**src/rtl/mem_map_pkg.sv**
```systemverilog
// mem_map_pkg: region codes, default region sizes and controller states for mem_region_ctrl.
package mem_map_pkg;
  typedef enum logic [2:0] {
    R_TEXT   = 3'd0,
    R_GLYPH  = 3'd1,
    R_INPUT  = 3'd2,
    R_OUTPUT = 3'd3,
    R_INSTR  = 3'd4,
    R_STACK  = 3'd5,
    R_NONE   = 3'd7
  } region_t;
  localparam int DEF_SIZE_TEXT   = 8192;
  localparam int DEF_SIZE_GLYPH  = 1024;
  localparam int DEF_SIZE_INPUT  = 128;
  localparam int DEF_SIZE_OUTPUT = 128;
  localparam int DEF_SIZE_INSTR  = 10240;
  localparam int DEF_SIZE_STACK  = 10240;
  typedef enum logic [1:0] {S_IDLE, S_ISSUE, S_RESP} state_t;
endpackage

```
**src/rtl/mem_region_decode.sv**
```systemverilog
// mem_region_decode: maps an address onto the cumulative six-region map, giving region code and offset.
module mem_region_decode
  import mem_map_pkg::*;
#(
  parameter int ADDR_W     = 16,
  parameter int OFF_W      = ADDR_W,
  parameter int SIZE_TEXT  = DEF_SIZE_TEXT,
  parameter int SIZE_GLYPH = DEF_SIZE_GLYPH,
  parameter int SIZE_INPUT = DEF_SIZE_INPUT,
  parameter int SIZE_OUTPUT = DEF_SIZE_OUTPUT,
  parameter int SIZE_INSTR = DEF_SIZE_INSTR,
  parameter int SIZE_STACK = DEF_SIZE_STACK
) (
  input  logic [ADDR_W-1:0] addr,
  output region_t           region,
  output logic [OFF_W-1:0]  offset
);
  localparam logic [31:0] B_GLYPH  = 32'(SIZE_TEXT);
  localparam logic [31:0] B_INPUT  = B_GLYPH + 32'(SIZE_GLYPH);
  localparam logic [31:0] B_OUTPUT = B_INPUT + 32'(SIZE_INPUT);
  localparam logic [31:0] B_INSTR  = B_OUTPUT + 32'(SIZE_OUTPUT);
  localparam logic [31:0] B_STACK  = B_INSTR + 32'(SIZE_INSTR);
  localparam logic [31:0] MAP_END  = B_STACK + 32'(SIZE_STACK);
  logic [31:0] a;
  logic [31:0] base;
  always_comb begin
    a = 32'(addr);
    region = R_NONE;
    base = a;
    if (a < B_GLYPH) begin
      region = R_TEXT;
      base = 32'd0;
    end else if (a < B_INPUT) begin
      region = R_GLYPH;
      base = B_GLYPH;
    end else if (a < B_OUTPUT) begin
      region = R_INPUT;
      base = B_INPUT;
    end else if (a < B_INSTR) begin
      region = R_OUTPUT;
      base = B_OUTPUT;
    end else if (a < B_STACK) begin
      region = R_INSTR;
      base = B_INSTR;
    end else if (a < MAP_END) begin
      region = R_STACK;
      base = B_STACK;
    end
    offset = OFF_W'(a - base);
  end
endmodule

```
**src/rtl/mem_region_ctrl.sv**
```systemverilog
// mem_region_ctrl: arbitrates CPU and video ports onto one synchronous RAM with region decode and faults.
// Optional MEMCTRL_WP_EN enables write protection of the instruction region via wp_lock.
module mem_region_ctrl
  import mem_map_pkg::*;
#(
  parameter int DATA_W     = 16,
  parameter int ADDR_W     = 16,
  parameter int SIZE_TEXT  = DEF_SIZE_TEXT,
  parameter int SIZE_GLYPH = DEF_SIZE_GLYPH,
  parameter int SIZE_INPUT = DEF_SIZE_INPUT,
  parameter int SIZE_OUTPUT = DEF_SIZE_OUTPUT,
  parameter int SIZE_INSTR = DEF_SIZE_INSTR,
  parameter int SIZE_STACK = DEF_SIZE_STACK
) (
  input  logic              ext_clk,
  input  logic              reset,
  input  logic              cpu_req,
  input  logic              cpu_we,
  input  logic [ADDR_W-1:0] cpu_addr,
  input  logic [DATA_W-1:0] cpu_wdata,
  output logic              cpu_ack,
  output logic [DATA_W-1:0] cpu_rdata,
  output logic              cpu_fault,
  output logic [2:0]        cpu_region,
  input  logic              vid_req,
  input  logic [ADDR_W-1:0] vid_addr,
  output logic              vid_ack,
  output logic [DATA_W-1:0] vid_rdata,
  input  logic              wp_lock,
  output logic              out_wr,
  output logic [6:0]        out_idx,
  output logic              mem_en,
  output logic              mem_we,
  output logic [ADDR_W-1:0] mem_addr,
  output logic [DATA_W-1:0] mem_wdata,
  input  logic [DATA_W-1:0] mem_rdata
);
  state_t state, state_nx;
  logic port_vid, cpu_last, we_q;
  logic [ADDR_W-1:0] addr_q;
  logic [DATA_W-1:0] wdata_q, cpu_rdata_q, vid_rdata_q;
  region_t region, cpu_region_q;
  logic [6:0] offset;
  logic accept, grant_vid, issue, resp, fault, done;

  mem_region_decode #(
    .ADDR_W(ADDR_W), .OFF_W(7),
    .SIZE_TEXT(SIZE_TEXT), .SIZE_GLYPH(SIZE_GLYPH), .SIZE_INPUT(SIZE_INPUT),
    .SIZE_OUTPUT(SIZE_OUTPUT), .SIZE_INSTR(SIZE_INSTR), .SIZE_STACK(SIZE_STACK)
  ) u_decode (
    .addr(addr_q),
    .region(region),
    .offset(offset)
  );

`ifdef MEMCTRL_WP_EN
  assign fault = (region == R_NONE) || (!port_vid && we_q && wp_lock && region == R_INSTR);
`else
  logic unused_wp;
  assign unused_wp = wp_lock;
  assign fault = region == R_NONE;
`endif

  // Video wins unless the CPU also requests and video was granted last.
  assign grant_vid = vid_req && (!cpu_req || cpu_last);
  assign accept = state == S_IDLE && (cpu_req || vid_req);

  always_comb begin
    issue = state == S_ISSUE;
    resp = state == S_RESP;
    state_nx = accept ? S_ISSUE : (issue && !fault && !we_q) ? S_RESP : S_IDLE;
    done = (issue && (fault || we_q)) || resp;
    cpu_ack = done && !port_vid;
    vid_ack = done && port_vid;
    cpu_fault = cpu_ack && issue && fault;
    cpu_rdata = cpu_ack ? (resp ? mem_rdata : '0) : cpu_rdata_q;
    vid_rdata = vid_ack ? (resp ? mem_rdata : '0) : vid_rdata_q;
    cpu_region = (state != S_IDLE && !port_vid) ? region : cpu_region_q;
    mem_en = issue && !fault;
    mem_we = mem_en && we_q;
    mem_addr = mem_en ? addr_q : '0;
    mem_wdata = mem_we ? wdata_q : '0;
    out_wr = mem_we && region == R_OUTPUT;
    out_idx = out_wr ? offset : 7'd0;
  end

  always_ff @(posedge ext_clk or negedge reset) begin
    if (!reset) begin
      state <= S_IDLE;
      port_vid <= 1'b0;
      cpu_last <= 1'b1;
      we_q <= 1'b0;
      addr_q <= '0;
      wdata_q <= '0;
      cpu_rdata_q <= '0;
      vid_rdata_q <= '0;
      cpu_region_q <= R_NONE;
    end else begin
      state <= state_nx;
      if (accept) begin
        port_vid <= grant_vid;
        cpu_last <= !grant_vid;
        we_q <= !grant_vid && cpu_we;
        addr_q <= grant_vid ? vid_addr : cpu_addr;
        wdata_q <= cpu_wdata;
      end
      if (cpu_ack && !we_q) cpu_rdata_q <= cpu_rdata;
      if (vid_ack) vid_rdata_q <= vid_rdata;
      if (issue && !port_vid) cpu_region_q <= region;
    end
  end
endmodule

```
**config.mk**
```make
export PLATFORM = sky130hd
export DESIGN_NAME = mem_region_ctrl
export DESIGN_NICKNAME = d
export VERILOG_FILES = /design/src/rtl/mem_map_pkg.sv /design/src/rtl/mem_region_decode.sv /design/src/rtl/mem_region_ctrl.sv
export SDC_FILE = /design/constraint.sdc
export NUM_CORES = 1
export LEC_CHECK = 0
export ABC_AREA = 1
export BUFFER_PORTS_ARGS = -buffer_cell sky130_fd_sc_hd__clkbuf_2
export CAP_MARGIN = 5
export CORE_ASPECT_RATIO = 1.4
export CORE_MARGIN = 3
export CORE_UTILIZATION = 50
export CTS_CLUSTER_DIAMETER = 40
export CTS_CLUSTER_SIZE = 40
export DETAILED_ROUTE_END_ITERATION = 12
export GPL_ROUTABILITY_DRIVEN = 0
export PLACE_DENSITY = 0.81
export SLEW_MARGIN = 0
export SYNTH_ARGS = -nofsm -noshare
export SYNTH_HDL_FRONTEND = slang
export SYNTH_SLANG_ARGS = --single-unit
```
**constraint.sdc**
```tcl
create_clock -name ext_clk -period 4.1 [get_ports ext_clk]
set_input_delay 0.82 -clock ext_clk [delete_from_list [all_inputs] [get_ports ext_clk]]
set_output_delay 0.82 -clock ext_clk [all_outputs]
set_load 0.005 [all_outputs]
```
# Word level (Yosys, flattened, before mapping)
# Index checks and enable logic that the tools add are counted.
[classes]
mul = 0
bitwise = 0
shift = 0
div_mod_pow = 0
add_sub_neg = 1
magnitude_cmp = 6
n_reduce_logical = 26
eq_ne = 4
mux = 22
[op_table]
columns = ["cell", "n"]
rows = [
  ["two-way mux 16 bit", 6],
  ["< comparator 16 x 14 -> 1 bit (second input constant)", 4],
  ["two-way mux 7 bit", 7],
  ["< comparator 16 x 15 -> 1 bit (second input constant)", 2],
  ["two-way mux 3 bit", 6],
  ["logical AND 1 bit", 15],
  ["subtractor 7 bit", 1],
  ["two-way mux 2 bit", 3],
  ["logical NOT 1 bit", 5],
  ["logical OR 1 bit", 4],
  ["equality test 3 x 2 -> 1 bit (second input constant)", 1],
  ["equality test 3 bit (second input constant)", 1],
  ["equality test 2 x 1 -> 1 bit (second input constant)", 1],
  ["equality test 2 bit (second input constant)", 1],
  ["logical NOT 2 bit", 1],
  ["nonzero test 2 bit", 1],
]
[totals]
output_inout_bits = 80
in_bits = 70
romBits = 0
word_cells = 68
memories = 0
reg_bits = 72
ramBits = 0
latchBits = 0

# Logic depth before layout (Yosys ltp)
# Gate-level depths: netlist (run 1).
[logic_depth]
ltp_word = 14
depth_mapped = 13
ltp_nobuf = 13

# Hierarchy
# A second synthesis (run 1) with hierarchy kept.
[hier_totals]
hier_cells = 557
area_unflattened_um2 = 3991.3
[by_module_without_submodules]
columns = ["module", "n_inst", "cells_each", "seq_area_each_um2", "area_each_um2"]
rows = [
  ["mem_region_ctrl", 1, 470, 1806.7, 3532.1],
  ["mem_region_decode", 1, 87, 0.0, 459.2],
]

# Worst setup path after synthesis (run 1)
# No wires, ideal clock.
[synth_timing]
path_kind = "flip-flop to output port"
startpoint = "register addr_q[13]"
endpoint = "output port out_idx[6]"
required_ns = 3.280
setup_slack_ns = 1.422
n_path_buf = 0
t_arrival_ns = 1.858
stages_incl_launch_ff = 14
cell_sequence = "dfrtp_1 > nand2_1 > nor2_2 > nand2_2 > nand2_4 > inv_1 > nor2_1 > ha_1 > inv_1 > fa_1 > nand4_1 > nand3_1 > xor2_1 > nor2_1"
[synth_between]
elab_chain_cells = 13
elab_cells_between_ends = 26
classes_between = "add/sub (1); order compare (6); eq/ne (2); mux (13); reduce/logical (4)"
[synth_lines]
columns = ["item", "line", "rtl"]
rows = [
  ["start: declaration", "mem_region_ctrl.sv:40", "logic [ADDR_W-1:0] addr_q;"],
  ["start signal: assignment", "mem_region_ctrl.sv:104", "addr_q <= grant_vid ? vid_addr : cpu_addr;"],
  ["branches (longest 12 deep; another with < comparator 16 x 15 -> 1 bit)", "-", ""],
  ["two-way mux 7 bit *", "mem_region_ctrl.sv:84", "out_idx = out_wr ? offset : 7'd0;"],
  ["end: declaration", "mem_region_ctrl.sv:31", "output logic [6:0] out_idx,"],
]
# Mark *: on every way between the ends.

# Worst setup path after layout (run 1)
[layout_timing]
startpoint = "register addr_q[14]"
endpoint = "output port out_idx[6]"
# The elaborated chain is that of the path after synthesis.

==> flow_summary.ini, run 1 <==
[run_status]
status = completed

[detailed_routing]
drt_iter0_drc = 237
wl_met1_microns = 3960
wire_per_inst_microns = 13.09
drt_first_pass_iters = 4
viasPerCell = 5.130
route.vias.total = 3853
met3_length_microns = 659
drc = 0
finalWirelength_microns = 9832
ant_nets = 0
maxUsedRoutingLayer = met4
route.met2.wl_microns = 5028

[sta]
whs_ps = 473.8
fmax_mhz = 298.7
finalMaxSlewViolations = 0
fin_skew_ps = 11.58
worst_slew_pin_slew_ps = 919.3
hold_viol_final = 0
slew_headroom_pct = 38.50
setup_tns_ps = 0
rsz0062_at_grt = no
post-route-period-util_pct = 81.65
final.min_clock_period_ps = 3348
setup_viol = 0
setup_ws_ps = 752.4

[yosys]
synth_top_area_share_pct = 43.07
synth_seq_cells = 72
synth_cell_types = 31
ys_async_sr_fraction_pct = 100.0
yosys_warnings = 0
avgSynthCellArea_sq_um = 7.658
yosysSeqAreaShare_pct = 45.73
synth_flop_cell = dfrtp_1
syn-num-nets = 594
syn_inst = 516
synth_area_sq_um = 3951
synth_commonest_cells = nand2_1 (123), inv_1 (70), dfrtp_1 (68)
yosys-top-cells-area = dfrtp_1 (43%), nand2_1 (12%), o21ai_0 (6.8%)
yosysTopAreaCell = dfrtp_1
synth_edf_count = 0
synth_most_common_cell = nand2_1

[clock_tree]
clock-sinks = 72
cts_tree = yes
cts_made_buffers = 9
cts_setup_buffers = 0
path_clk_slew_ps = 80
clk_latency_ps = 340
postCtsHoldBufs = 0
cts_max_level = 3
cts_root_buffer = clkbuf_8
cts_resized = 0
clk_path_buf_depth = 2

[cells_and_area]
diodes = 0
drive_gt1_share_pct = 29.51
nets = 727
area.growth.synth_to_final_pct = 24.70
post-route-cell-area_sq_um = 4927

[setup_path]
crit_arrival_ps = 2530
cp_num_buf_inv = 4
cp-end-kind = output pin
crit_chain = inv_1 -> nor2_2 -> nand2_2 -> nand2_4 -> inv_1 -> nor2_1 -> ha_1 -> inv_1 -> fa_1 -> nand4_1 -> nand3_1 -> xor2_1 -> nor2_1 -> clkbuf_2
cp_max_fo = 9
r2r-start = addr_q[9]$_DFFE_PN0P_
critPathSlowestCell = fa_1
start_kind = flop
crit_type = reg2out
cpMostUsedCell = inv_1
crit_family = simple AND/OR/NAND/NOR gates
crit_start = addr_q[14]$_DFFE_PN0P_
cp.required_ps = 3280
cpPeakStageDelay_ps = 430

[pwr]
intPower_mw = 2.169
p_leak_nw = 2.711
powerDensity_nw_per_um2 = 798.0
clkPwrFrac_pct = 16.1
finalPower_mw = 3.932
p_sw_mw = 1.763
ir_drop_v = 0.0004457
seq_power_share_pct = 31.6
power_frac_comb_pct = 52.3
switching_share_pct = 44.85

[placement]
dp_hpwl_microns = 7209
io_buffers = 147
place_ws_ps = 1101
dpl_cell_area_sq_um = 4698

[hold_path]
hold_path_class = reg2reg
worstHoldStart = cpu_rdata_q[10]$_DFFE_PN0P_

[die]
ioPinCount = 150
die_w_microns = 81.13
fp.dieH_microns = 111.2
coreArea_sq_um = 7500
initial_core_util_pct = 52.69
rows = 37
die_area_sq_um = 9020

[global_route]
antenna_found_initial = 0
grt_max_degree = 73
overflow = 0
grt_pass1_wl_microns = 16420
grt_pass1_vias = 3791
grt_usage_pct = 22.59

[job]
cap_violations = 0
==> kinds of logic (layout without fill, tap and decap cells) <==
group	Yosys count	in the layout	share of synthesized area (%)
AOI/OAI and AO/OA	95	95	14.15
xor gates and xnor gates	5	5	1.108
adders and majority gates	8	8	2.723
buffers and inverters	99	237	10.16
DFF	72	72	45.73
other	1	1	0.09491
and+or+nand+nor	236	236	26.03
==> power by group through the flow <==
stage	Clock [mW]	Combinational [mW]	Sequential, mW
after floorplan	0	1.48	1.21
after global placement	0	1.98	1.24
after detailed placement	0	2.06	1.26
after CTS	0.646	2.07	1.24
after global routing	0.675	2.36	1.28
final	0.633	2.05	1.24
==> path summary, 6_finish.rpt <==
kind / endpoint / slack, ps / depth (start not counted)
worst max-delay path: out_idx[6] / 750 / 14
worst min-delay path: cpu_rdata_q[10]$_DFFE_PN0P_ / 470 / 2
worst max register to register: vid_rdata_q[6]$_DFFE_PN0P_ / 2030 / 9
worst min register to register: cpu_rdata_q[10]$_DFFE_PN0P_ / 470 / 2
max in group asynchronous: wdata_q[6]$_DFFE_PN0P_ / 2910 / 1
min in group asynchronous: vid_rdata_q[13]$_DFFE_PN0P_ / 620 / 1
==> layout make-up <==
class / instances / area (sq um)
flip-flops and latches: 72 / 1807
repair buffers: 148 / 745.7
clock inverters: 6 / 91.34
clock buffers: 10 / 137.6
inverters: 73 / 274.0
fillers: 681 / 2572
multi-input cells: 345 / 1750
well taps: 97 / 121.4
==> state kept, by name, indices dropped and copies added, names as in the netlist <==
register / flops
cpu_last: 1
we_q: 1
addr_q: 16
state: 2
port_vid: 1
vid_rdata_q: 16
wdata_q: 16
cpu_rdata_q: 16
cpu_region_q: 3
==> layout by cell type, fill, tap and decap left out, types with 2 or more instances in the layout <==
| master | count |
|---|---|
| clkinvlp_4 | 3 |
| nand2_1 | 123 |
| nand4_1 | 19 |
| o21ai_1 | 15 |
| o221ai_1 | 16 |
| nor2_1 | 47 |
| o21ai_2 | 5 |
| dfrtp_1 | 68 |
| nand3_1 | 26 |
| nand2_4 | 2 |
| bufinv_16 | 2 |
| clkbuf_2 | 146 |
| buf_4 | 2 |
| xnor2_1 | 2 |
| o21ai_0 | 54 |
| ha_1 | 7 |
| a31oi_1 | 2 |
| clkbuf_8 | 10 |
| inv_1 | 70 |
| dfstp_2 | 4 |
| nor3_1 | 2 |
| nand2_2 | 12 |
| xor2_1 | 3 |
| a21oi_1 | 2 |
| inv_2 | 2 |
| nor2_2 | 2 |
==> layer usage <==
metal	up-vias	track usage [%]
met3	14	4.553
met2	131	39.55
met1	1775	26.66
met5	-	0
met4	0	8.117
li1	1933	-
==> through the flow <==
step                cells  utilization [%]
CTS                   751            65.70
detailed placement    735            62.65
finish                751            65.70
global placement      735            62.65
global route          751            65.70
floorplan             516                -
==> worst min-delay path, stage by stage, from the launching register on <==
cell     delay (ps)
dfrtp_1         350
nand2_1          50
nand2_1          50
Power figures use the tool's default switching activity.
==> run 2: changes to the inputs <==
==> constraint.sdc (replaced) <==
create_clock -name ext_clk -period 3.35 [get_ports ext_clk]
set_input_delay 0.67 -clock ext_clk [delete_from_list [all_inputs] [get_ports ext_clk]]
set_output_delay 0.67 -clock ext_clk [all_outputs]
set_load 0.005 [all_outputs]
==> run 2 against run 1 <==
- via count up 2.7%
- combinational power up 27%
- worst hold slack got worse by 46 ps
- clock skew down 6.3 ps
- sequential power grew 23%
- sequential share of layout area down 0.12 points
- wire length up 1.5%
==> flow_summary.ini, run 2 (same netlist as run 1, synthesis figures left out) <==
[cells_and_area]
post-route-cell-area_sq_um = 4943
multiInputGateArea_sq_um = 1753
final_cell_mix = clkbuf_2 (146), nand2_1 (123), inv_1 (70), dfrtp_1 (68), o21ai_0 (54)
final_util_pct = 65.92
mostFrequentLayoutCell = clkbuf_2
nets = 736
drive_gt1_share_pct = 30.26
fin_cells = 758
diodes = 0
fillCellCount = 683
area.growth.synth_to_final_pct = 25.11
seqCellArea_sq_um = 1807

[pwr]
clkPwrFrac_pct = 13.5
powerDensity_nw_per_um2 = 963.2
intPower_mw = 2.615
power_frac_comb_pct = 54.5
p_leak_nw = 2.737
seq_power_share_pct = 32.0
switching_share_pct = 45.08
p_sw_mw = 2.147
finalPower_mw = 4.762
ir_drop_v = 0.0004432

[global_route]
overflow = 0
grt_pass1_vias = 3694
grt_max_degree = 73
grt_pass1_wl_microns = 16230
antenna_found_initial = 0
grt_usage_pct = 22.58

[setup_path]
cp.required_ps = 2680
start_kind = flop
crit_type = reg2out
cp_max_fo = 5
cp-end-kind = output pin
crit_arrival_ps = 2410
reg2reg_slack_ps = 1440

[die]
initial_core_util_pct = 52.69
ioPinCount = 150
coreArea_sq_um = 7500
die_w_microns = 81.13
rows = 37
fp.dieH_microns = 111.2
die_area_sq_um = 9020

[job]
cap_violations = 0

[sta]
post-route-period-util_pct = 92.02
setup_ws_ps = 267.3
fin_skew_ps = 5.303
worst_slew_pin_slew_ps = 902.9
finalMaxSlewViolations = 0
whs_ps = 427.4
setup_tns_ps = 0
rsz0062_at_grt = no
setup_viol = 0
slew_headroom_pct = 39.81
fmax_mhz = 324.4
hold_viol_final = 0
final.min_clock_period_ps = 3083

[placement]
dpl_cell_area_sq_um = 4728
dp_hpwl_microns = 7271
place_ws_ps = 504.8
io_buffers = 147
dpl.cell_count = 739

[detailed_routing]
wire_per_inst_microns = 13.17
route.vias.total = 3956
drc = 0
viasPerCell = 5.219
ant_nets = 0
drt_first_pass_iters = 6
drt_iter0_drc = 156
finalWirelength_microns = 9981

[clock_tree]
clk_path_buf_depth = 2
cts_tree = yes
clk_latency_ps = 340
cts_made_buffers = 9
clock-sinks = 72
postCtsHoldBufs = 0
path_clk_slew_ps = 70
cts_root_buffer = clkbuf_8
cts_max_level = 3

[run_status]
status = completed

[hold_path]
hold_path_class = in2async
==> run 2: changes by cell type in the layout (fill, tap and decap cells not counted), sizes merged <==
cell / before / now
inv: 73 / 72
clkinvlp: 3 / 1
buf: 2 / 11
clkinv: 1 / 3
bufinv: 2 / 1
==> run 2: critical path, stage by stage, from the launching register on <==
cell      delay, ps
dfrtp_1         390
inv_1           100
nor2_2          120
nand2_2          80
nand2_4         100
inv_1            60
nor2_1           90
ha_1            140
inv_1            70
fa_2            370
nand4_1         100
nand3_1          80
xor2_1          170
nor2_1           90
clkbuf_2        130
==> run 2: area by class of cell <==
type | count | share of cell area, %
timing repair buffer | 157 | 16.45
multi-input combinational | 345 | 35.46
tap | 97 | 2.455
sequential | 72 | 36.55
clock buffer | 10 | 2.582
inverter | 73 | 5.543
clock inverter | 4 | 0.9618
==> run 2: power by group through the flow <==
stage / clock network, mW / registers [mW] / logic [mW]
floorplan: 0 / 1.48 / 1.81
finish: 0.642 / 1.52 / 2.60
global placement: 0 / 1.51 / 2.46
CTS: 0.661 / 1.52 / 2.56
global route: 0.692 / 1.57 / 2.96
detailed placement: 0 / 1.54 / 2.55
==> run 2: worst paths after layout <==
check / start / endpoint / cells after the start
min in group ext_clk: cpu_rdata_q[14]$_DFFE_PN0P_ / cpu_rdata_q[14]$_DFFE_PN0P_ / 2
hold / removal: reset / vid_rdata_q[13]$_DFFE_PN0P_ / 1
setup / recovery: addr_q[14]$_DFFE_PN0P_ / out_idx[6] / 14
hold reg to reg: cpu_rdata_q[14]$_DFFE_PN0P_ / cpu_rdata_q[14]$_DFFE_PN0P_ / 2
setup reg to reg: addr_q[9]$_DFFE_PN0P_ / vid_rdata_q[4]$_DFFE_PN0P_ / 11
max in group asynchronous: reset / wdata_q[0]$_DFFE_PN0P_ / 1
==> run 2: metal layers <==
| metal | GRT usage, % | part of all wire, % |
|---|---|---|
| met5 | 0 | 0 |
| met4 | 10.82 | 2.7 |
| met3 | 4.146 | 6.9 |
| met2 | 38.62 | 51 |
| met1 | 26.50 | 39 |
==> run 2: repair_timing <==
item                       CTS  global route
gates resized for setup      0             1
buffers inserted             0             5
setup endpoints to repair    0             2
